===== config.mk =====
export PLATFORM = sky130hd
export DESIGN_NAME = sc_reg_down_counter
export DESIGN_NICKNAME = d
export VERILOG_FILES = /design/src/rtl/sc_reg_pkg.sv /design/src/rtl/sc_edge_detect.sv /design/src/rtl/sc_reg_down_counter.sv
export SDC_FILE = /design/constraint.sdc
export NUM_CORES = 1
export LEC_CHECK = 0
export CAP_MARGIN = 10
export CORE_ASPECT_RATIO = 1.1
export CORE_UTILIZATION = 52
export CTS_BUF_LIST = sky130_fd_sc_hd__clkbuf_8
export CTS_CLUSTER_DIAMETER = 120
export CTS_CLUSTER_SIZE = 40
export DETAILED_ROUTE_END_ITERATION = 8
export DONT_BUFFER_PORTS = 1
export HOLD_SLACK_MARGIN = 0.1
export PLACE_DENSITY_LB_ADDON = 0.2
export SETUP_SLACK_MARGIN = 0.02
export SLEW_MARGIN = 20
export SYNTH_ARGS = -nofsm -noshare
export SYNTH_HDL_FRONTEND = slang
export SYNTH_SLANG_ARGS = --single-unit
export TNS_END_PERCENT = 50

===== constraint.sdc =====
create_clock -name SC_RegGENERAL_CLOCK_50 -period 1.7 [get_ports SC_RegGENERAL_CLOCK_50]
set_input_delay 0.255 -clock SC_RegGENERAL_CLOCK_50 [delete_from_list [all_inputs] [get_ports SC_RegGENERAL_CLOCK_50]]
set_output_delay 0.255 -clock SC_RegGENERAL_CLOCK_50 [all_outputs]
set_load 0.02 [all_outputs]

===== src/rtl/sc_reg_pkg.sv =====
// Shared constants for the SC_Reg register family: state encoding and default bus width.
package sc_reg_pkg;

    localparam int unsigned SC_REG_STATE_W       = 2;
    localparam int unsigned SC_REG_DEFAULT_WIDTH = 8;

    localparam logic [1:0] SC_REG_ST_IDLE    = 2'b00;
    localparam logic [1:0] SC_REG_ST_RUN     = 2'b01;
    localparam logic [1:0] SC_REG_ST_EXPIRED = 2'b10;

endpackage : sc_reg_pkg


===== src/rtl/sc_edge_detect.sv =====
// Brings an asynchronous level into the clock domain and flags each rising edge for one cycle.
module sc_edge_detect (
    input  logic clk_i,
    input  logic rst_i,
    input  logic level_i,
    output logic rise_c_o
);

    logic sync1_q;
    logic sync2_q;
    logic stage3_q;

    // Two-flop synchronizer plus one history flop; history clears so a level already high after reset yields one edge.
    always_ff @(posedge clk_i or posedge rst_i) begin
        if (rst_i) begin
            sync1_q  <= 1'b0;
            sync2_q  <= 1'b0;
            stage3_q <= 1'b0;
        end else begin
            sync1_q  <= level_i;
            sync2_q  <= sync1_q;
            stage3_q <= sync2_q;
        end
    end

    assign rise_c_o = sync2_q & ~stage3_q;

endmodule : sc_edge_detect


===== src/rtl/sc_reg_down_counter.sv =====
// Loadable down counter driven by an asynchronous decrement strobe; saturates at zero in EXPIRED.
module sc_reg_down_counter
    import sc_reg_pkg::*;
#(
    parameter int unsigned RegDOWN_DATAWIDTH = SC_REG_DEFAULT_WIDTH
) (
    input  logic                         SC_RegGENERAL_CLOCK_50,
    input  logic                         SC_RegGENERAL_RESET_InHigh,
    input  logic                         SC_RegDOWN_load_InHigh,
    input  logic [RegDOWN_DATAWIDTH-1:0] SC_RegDOWN_data_InBUS,
    input  logic                         SC_RegDOWN_dec_InHigh,
    input  logic                         SC_RegDOWN_hold_InHigh,
    output logic [RegDOWN_DATAWIDTH-1:0] SC_RegDOWN_data_OutBUS,
    output logic                         SC_RegDOWN_expired_OutHigh,
    output logic                         SC_RegDOWN_done_OutHigh
);

    logic [SC_REG_STATE_W-1:0]    state_q;
    logic [SC_REG_STATE_W-1:0]    state_d;
    logic [RegDOWN_DATAWIDTH-1:0] count_q;
    logic [RegDOWN_DATAWIDTH-1:0] count_d;
    logic                         done_q;
    logic                         done_d;
    logic                         expired_q;
    logic                         expired_d;
    logic                         dec_rise_c;

    sc_edge_detect u_dec_edge (
        .clk_i    (SC_RegGENERAL_CLOCK_50),
        .rst_i    (SC_RegGENERAL_RESET_InHigh),
        .level_i  (SC_RegDOWN_dec_InHigh),
        .rise_c_o (dec_rise_c)
    );

    always_ff @(posedge SC_RegGENERAL_CLOCK_50 or posedge SC_RegGENERAL_RESET_InHigh) begin
        if (SC_RegGENERAL_RESET_InHigh) begin
            state_q   <= SC_REG_ST_IDLE;
            count_q   <= '0;
            done_q    <= 1'b0;
            expired_q <= 1'b0;
        end else begin
            state_q   <= state_d;
            count_q   <= count_d;
            done_q    <= done_d;
            expired_q <= expired_d;
        end
    end

    // Load beats any pending edge; the edge pulse is single-cycle so a dropped edge is simply lost.
    always_comb begin
        state_d = state_q;
        count_d = count_q;
        done_d  = 1'b0;

        if (SC_RegDOWN_load_InHigh) begin
            count_d = SC_RegDOWN_data_InBUS;
            state_d = (SC_RegDOWN_data_InBUS != '0) ? SC_REG_ST_RUN : SC_REG_ST_EXPIRED;
        end else begin
            case (state_q)
                SC_REG_ST_IDLE: begin
                    count_d = '0;
                end
                SC_REG_ST_RUN: begin
                    if (dec_rise_c && !SC_RegDOWN_hold_InHigh) begin
                        count_d = count_q - RegDOWN_DATAWIDTH'(1);
                        if (count_q == RegDOWN_DATAWIDTH'(1)) begin
                            state_d = SC_REG_ST_EXPIRED;
                            done_d  = 1'b1;
                        end
                    end
                end
                SC_REG_ST_EXPIRED: begin
                    count_d = '0;
                end
                default: begin
                    state_d = SC_REG_ST_IDLE;
                    count_d = '0;
                end
            endcase
        end
    end

    assign expired_d = (state_d == SC_REG_ST_EXPIRED);

    assign SC_RegDOWN_data_OutBUS     = count_q;
    assign SC_RegDOWN_expired_OutHigh = expired_q;
    assign SC_RegDOWN_done_OutHigh    = done_q;

endmodule : sc_reg_down_counter


**Yosys cells after proc, flatten, opt, wreduce, memory -nomap -nowiden**

Index checks and enable logic that the tools add are counted.

- Logic and storage cells: 32
- Input bits: 13
- Bits in registers: 15

- Reduce and logical (&&, ||, !) cells: 5
- Eq/ne operators: 5
- Add/subtract/negate cells: 1
- Bitwise operators: 2
- Multiplexer cells: 12

Operator list:

| cell | number |
|---|---|
| 8-bit 2-to-1 mux | 3 |
| 8-bit by 1-bit equality test with 1-bit output, second input constant | 1 |
| 2-bit 2-to-1 mux | 4 |
| 8-bit nonzero test | 1 |
| 8-bit by 1-bit subtractor with 8-bit output, second input constant | 1 |
| 2-bit equality test, second input constant | 2 |
| 1-bit 2-to-1 mux | 4 |
| 2-bit one-hot mux with 2 select lines | 1 |
| 3-bit != test, second input constant | 1 |
| 2-bit by 1-bit equality test with 1-bit output, second input constant | 1 |
| 2-bit logical NOT | 1 |
| 2-bit OR reduction | 1 |
| 1-bit AND | 1 |
| 1-bit logical AND | 1 |
| 1-bit logical NOT | 1 |
| 1-bit NOT | 1 |

**Longest topological paths before layout**

- Depth after elaboration: 7
- Depth in mapped cells: 5

**Cells and area by module**

From an unflattened synthesis, not the netlist that was laid out.

- Cell total of the unflattened synthesis: 82
- Area total of the unflattened synthesis: 834.6 um^2

Modules (own cells, without submodules):

| module | area an instance (um^2) | cells an instance | times used | seq. area each (um^2) |
|---|---|---|---|---|
| sc_reg_down_counter | 742.0 | 77 | 1 | 300.3 |
| sc_edge_detect | 92.6 | 5 | 1 | 75.1 |

**Worst setup path after synthesis**

No wires, ideal clock.

- Path kind: flip-flop to flip-flop
- Start: register count_q[2], in the netlist SC_RegDOWN_data_OutBUS[2]
- End: register count_q[4], in the netlist SC_RegDOWN_data_OutBUS[4]
- Data required time: 1.557 ns
- Data arrival time: 1.349 ns
- Path slack: 0.208 ns
- Cell stages (with the launch flop): 4
- Buffers on the path: 0
- Clock period less this slack: 1.492 ns
- Cells stage by stage: dfrtp_1 or4b_4 o311ai_2 o311ai_1

- Cells in the longest elaborated chain, start to end: 4

RTL lines:

| what | line | text |
|---|---|---|
| from (decl) | sc_reg_down_counter.sv:20 | `logic [RegDOWN_DATAWIDTH-1:0] count_q;` |
| from (signal assigned) | sc_reg_down_counter.sv:43 | `count_q <= count_d;` |
| 8-bit by 1-bit subtractor with 8-bit output | sc_reg_down_counter.sv:65 | `count_d = count_q - RegDOWN_DATAWIDTH'(1);` |
| 8-bit 2-to-1 mux | sc_reg_down_counter.sv:64 | `if (dec_rise_c && !SC_RegDOWN_hold_InHigh) begin` |
| 8-bit 2-to-1 mux | sc_reg_down_counter.sv:59 | `case (state_q)` |
| 8-bit 2-to-1 mux | sc_reg_down_counter.sv:55 | `if (SC_RegDOWN_load_InHigh) begin` |

No other way between the ends. The select of a mux whose other input is x is not followed.
A chain may end at the register's enable or synchronous reset.

**Worst setup path after layout**

- Start: register u_dec_edge.stage3_q
- End: register count_q[3], in the netlist SC_RegDOWN_data_OutBUS[3]

- Cells in the longest elaborated chain, start to end: 4

RTL lines:

| what | line | text |
|---|---|---|
| from (decl) | sc_edge_detect.sv:11 | `logic stage3_q;` |
| from (signal assigned) | sc_edge_detect.sv:22 | `stage3_q <= sync2_q;` |
| 1-bit NOT | sc_edge_detect.sv:26 | `assign rise_c_o = sync2_q & ~stage3_q;` |
| 1-bit AND | sc_edge_detect.sv:26 |  |
| 1-bit logical AND | sc_reg_down_counter.sv:64 |  |
| 3-bit != test (no line) | -- |  |

No other way between the ends.

==> results.yml <==
clock_network:
  cts_tree: "yes"
  htreeDepth: 1
  cts_sinks: 15
  clk_pin_slew_ns: 0.06
  cts_buffers: 3
  cts_setup_buffers: 0
  insertion_delay_ns: 0.25
  clk_path_buf_depth: 2
  clockRootBuffer: "clkbuf_8"
floorplan:
  die-area_um2: 1774
  core_area_um2: 1436
  initial_utilization_pct: 58.28
  io_pins: 23
  die_x_um: 40.26
  rows: 14
  fp.dieH_um: 44.08
critical_path:
  critPathKind: "flop to flop"
  critPathArrivalTime_ns: 1.66
  rrSetupSlack_ns: 0.17
  cp-startpoint: "u_dec_edge.stage3_q"
  crit_required_ns: 1.83
  crit-reg2reg-launch: "u_dec_edge.stage3_q"
  end_kind: "flop"
  rr_worst_depth: 3
  critPathLaunchType: "flop"
  worst-path-max-fanout: 6
  rr_endpoint: "SC_RegDOWN_data_OutBUS[3]"
sta:
  period_share_pct: 90.14
  setup_viol: 0
  max_freq_mhz: 652.6
  fin_hold_ws_ns: 0.1363
  maxSlewViolCount: 0
  tightest_slew_ns: 0.5629
  fin_ws_ns: 0.1676
  rsz0062_at_grt: "false"
  fin_crit_ns: 1.532
  hold_viol: 0
  max_slew_margin_pct: 62.43
  finalSetupTns_ns: 0
  skew_ns: 0.002339
power_and_ir_drop:
  cellLeakagePower_nw: 0.4007
  finalPower_w: 0.0008633
  peakVddDrop_mv: 0.5503
  power.density_nw_per_um2: 897.3
synthesis:
  synth_area_leaders: "dfrtp_1 (45%), nand2_1 (3.6%), ha_1 (3.0%), nor3_1 (3.0%), nor3b_2 (3.0%)"
  yosys_warnings: 0
  synth.avg_cell_area_um2: 10.46
  synth_area_um2: 837.1
  yosysTopAreaCellShare_pct: 44.84
  synthDistinctLibCells: 38
  synth_seq_cells: 15
  synth_area_leader_cell: "dfrtp_1"
  synth_fp_nets: 95
  synth-seq-area-share_pct: 44.84
  syn-instance-count: 80
finish:
  drive_gt1_share_pct: 18.89
  area_growth_pct: 14.95
  final_common_cell: "dfrtp_1"
  final_cell_mix: "dfrtp_1 (15), nand2_1 (8), buf_4 (7)"
  fin_nets: 106
  fin_cells: 106
  antenna_cells: 0
placement:
  port_buffers: 0
  post-place-ws_ns: 0.1973
  place_inst: 100
  hpwlAfterDp_um: 1360
  gp_congestion: 0.8610
worst_hold_path:
  hp-class: "input pin to flop"
  hp-start: "SC_RegDOWN_data_InBUS[2]"
  whs_endpoint: "SC_RegDOWN_data_OutBUS[2]"
  worstHoldPathCells: 2
route:
  drt_wl_total_um: 1830
  viasPerCell: 6.642
  wl_per_cell_um: 17.26
  drc_errors: 0
  final_antenna_net_count: 0
  drtIter0Drc: 20
  num_vias: 704
  dr.pass1.iters: 4
grt:
  grt_antenna_before_repair: 0
  grt_max_degree: 19
  first_global_vias: 706
  overflow: 0
  globalRouteTotalUtil_pct: 24.11
  grt_pass1_wl_um: 2925
run:
  drv_cap: 0
run_status:
  outcome: "finished clean"
[area by class of cell]
class / instances / area (um^2)
timing repair buffer: 9 / 72.57
clock buffer: 3 / 41.29
clock inverter: 1 / 3.754
sequential: 15 / 375.4
multi-input combinational: 57 / 430.4
tap: 16 / 20.02
fill: 113 / 474.2
inverter: 5 / 18.77
[worst max-delay path: stages, from the launching register on]
cell and delay (ns):
dfrtp_1 0.43, nor4b_2 0.52, a2111oi_0 0.19, a221o_1 0.28
[how the worst max path moves through the flow]
stage / slack [ns] / cells past startpoint / end
finish: 0.17 / 3 / SC_RegDOWN_data_OutBUS[3]
global route: 0.08 / 3 / SC_RegDOWN_expired_OutHigh
CTS: 0.19 / 3 / SC_RegDOWN_data_OutBUS[3]
detailed placement: 0.20 / 3 / SC_RegDOWN_data_OutBUS[4]
global placement: 0.24 / 3 / SC_RegDOWN_data_OutBUS[4]
floorplan: 0.21 / 3 / SC_RegDOWN_data_OutBUS[4]
[logic make-up (layout without fill, tap and decap cells)]
group / count (synthesis) / count (layout) / share of synthesized area [%]
simple gates: 35 / 35 / 28.25
compound gates: 17 / 17 / 16.89
buf+inv: 8 / 18 / 3.737
flops: 15 / 15 / 44.84
fa+ha+maj: 2 / 2 / 2.989
mux: 1 / 1 / 1.196
xor+xnor: 2 / 2 / 2.093
[registers in the layout, indices dropped and copies added, names as in the netlist]
name and count:
u_dec_edge.sync1_q 1, u_dec_edge.stage3_q 1, SC_RegDOWN_data_OutBUS 8, u_dec_edge.sync2_q 1, SC_RegDOWN_expired_OutHigh 1, state_q 2
SC_RegDOWN_done_OutHigh 1
[power by group]
group | leakage, nW | total [W] | switching, W | internal (W)
logic | 0.189 | 0.000163 | 0.0000905 | 0.0000729
clock network | 0.0269 | 0.000283 | 0.000123 | 0.000160
registers | 0.184 | 0.000417 | 0.0000362 | 0.000381
[through the flow]
step	util (%)	cell area (um^2)
3_3_place_gp	62.46	897.1
2_1_floorplan	-	837.1
5_1_grt	66.99	962.2
6_report	66.99	962.2
3_5_place_dp	62.46	897.1
4_1_cts	66.99	962.2
[layer usage]
metal  wire [um]  vias up  track usage, %
li1            -      325               -
met1         809      346           32.67
met2         857       31           38.06
met3         149        2           4.020
met4          13        0           9.333
met5           0        -               0
[synthesized netlist by cell type]
master     instances
dfrtp_1           15
nand2_1            8
inv_1              5
nor3_1             5
nand2b_1           3
nor4_1             3
clkbuf_1           2
ha_1               2
nor2_1             2
nor3b_2            2
o211ai_1           2
o21ai_1            2
o221ai_1           2
o311ai_1           2
xnor2_1            2
a2111oi_0          1
a21boi_0           1
a21oi_1            1
a221o_1            1
a221oi_1           1
a22o_1             1
a311oi_1           1
and4_1             1
and4bb_2           1
buf_2              1
mux2i_1            1
nand3_1            1
nand4_1            1
nand4b_1           1
nor2b_1            1
nor4_2             1
nor4b_2            1
o21a_1             1
o311ai_2           1
or3_1              1
or3b_1             1
or4_1              1
or4b_4             1
[what timing repair did]
item / in CTS / in global routing
hold buffers: 2 / 0
endpoints found under the hold margin: 16 / 0
gates resized for setup: 0 / 0
(Power assumes the default switching activity.)
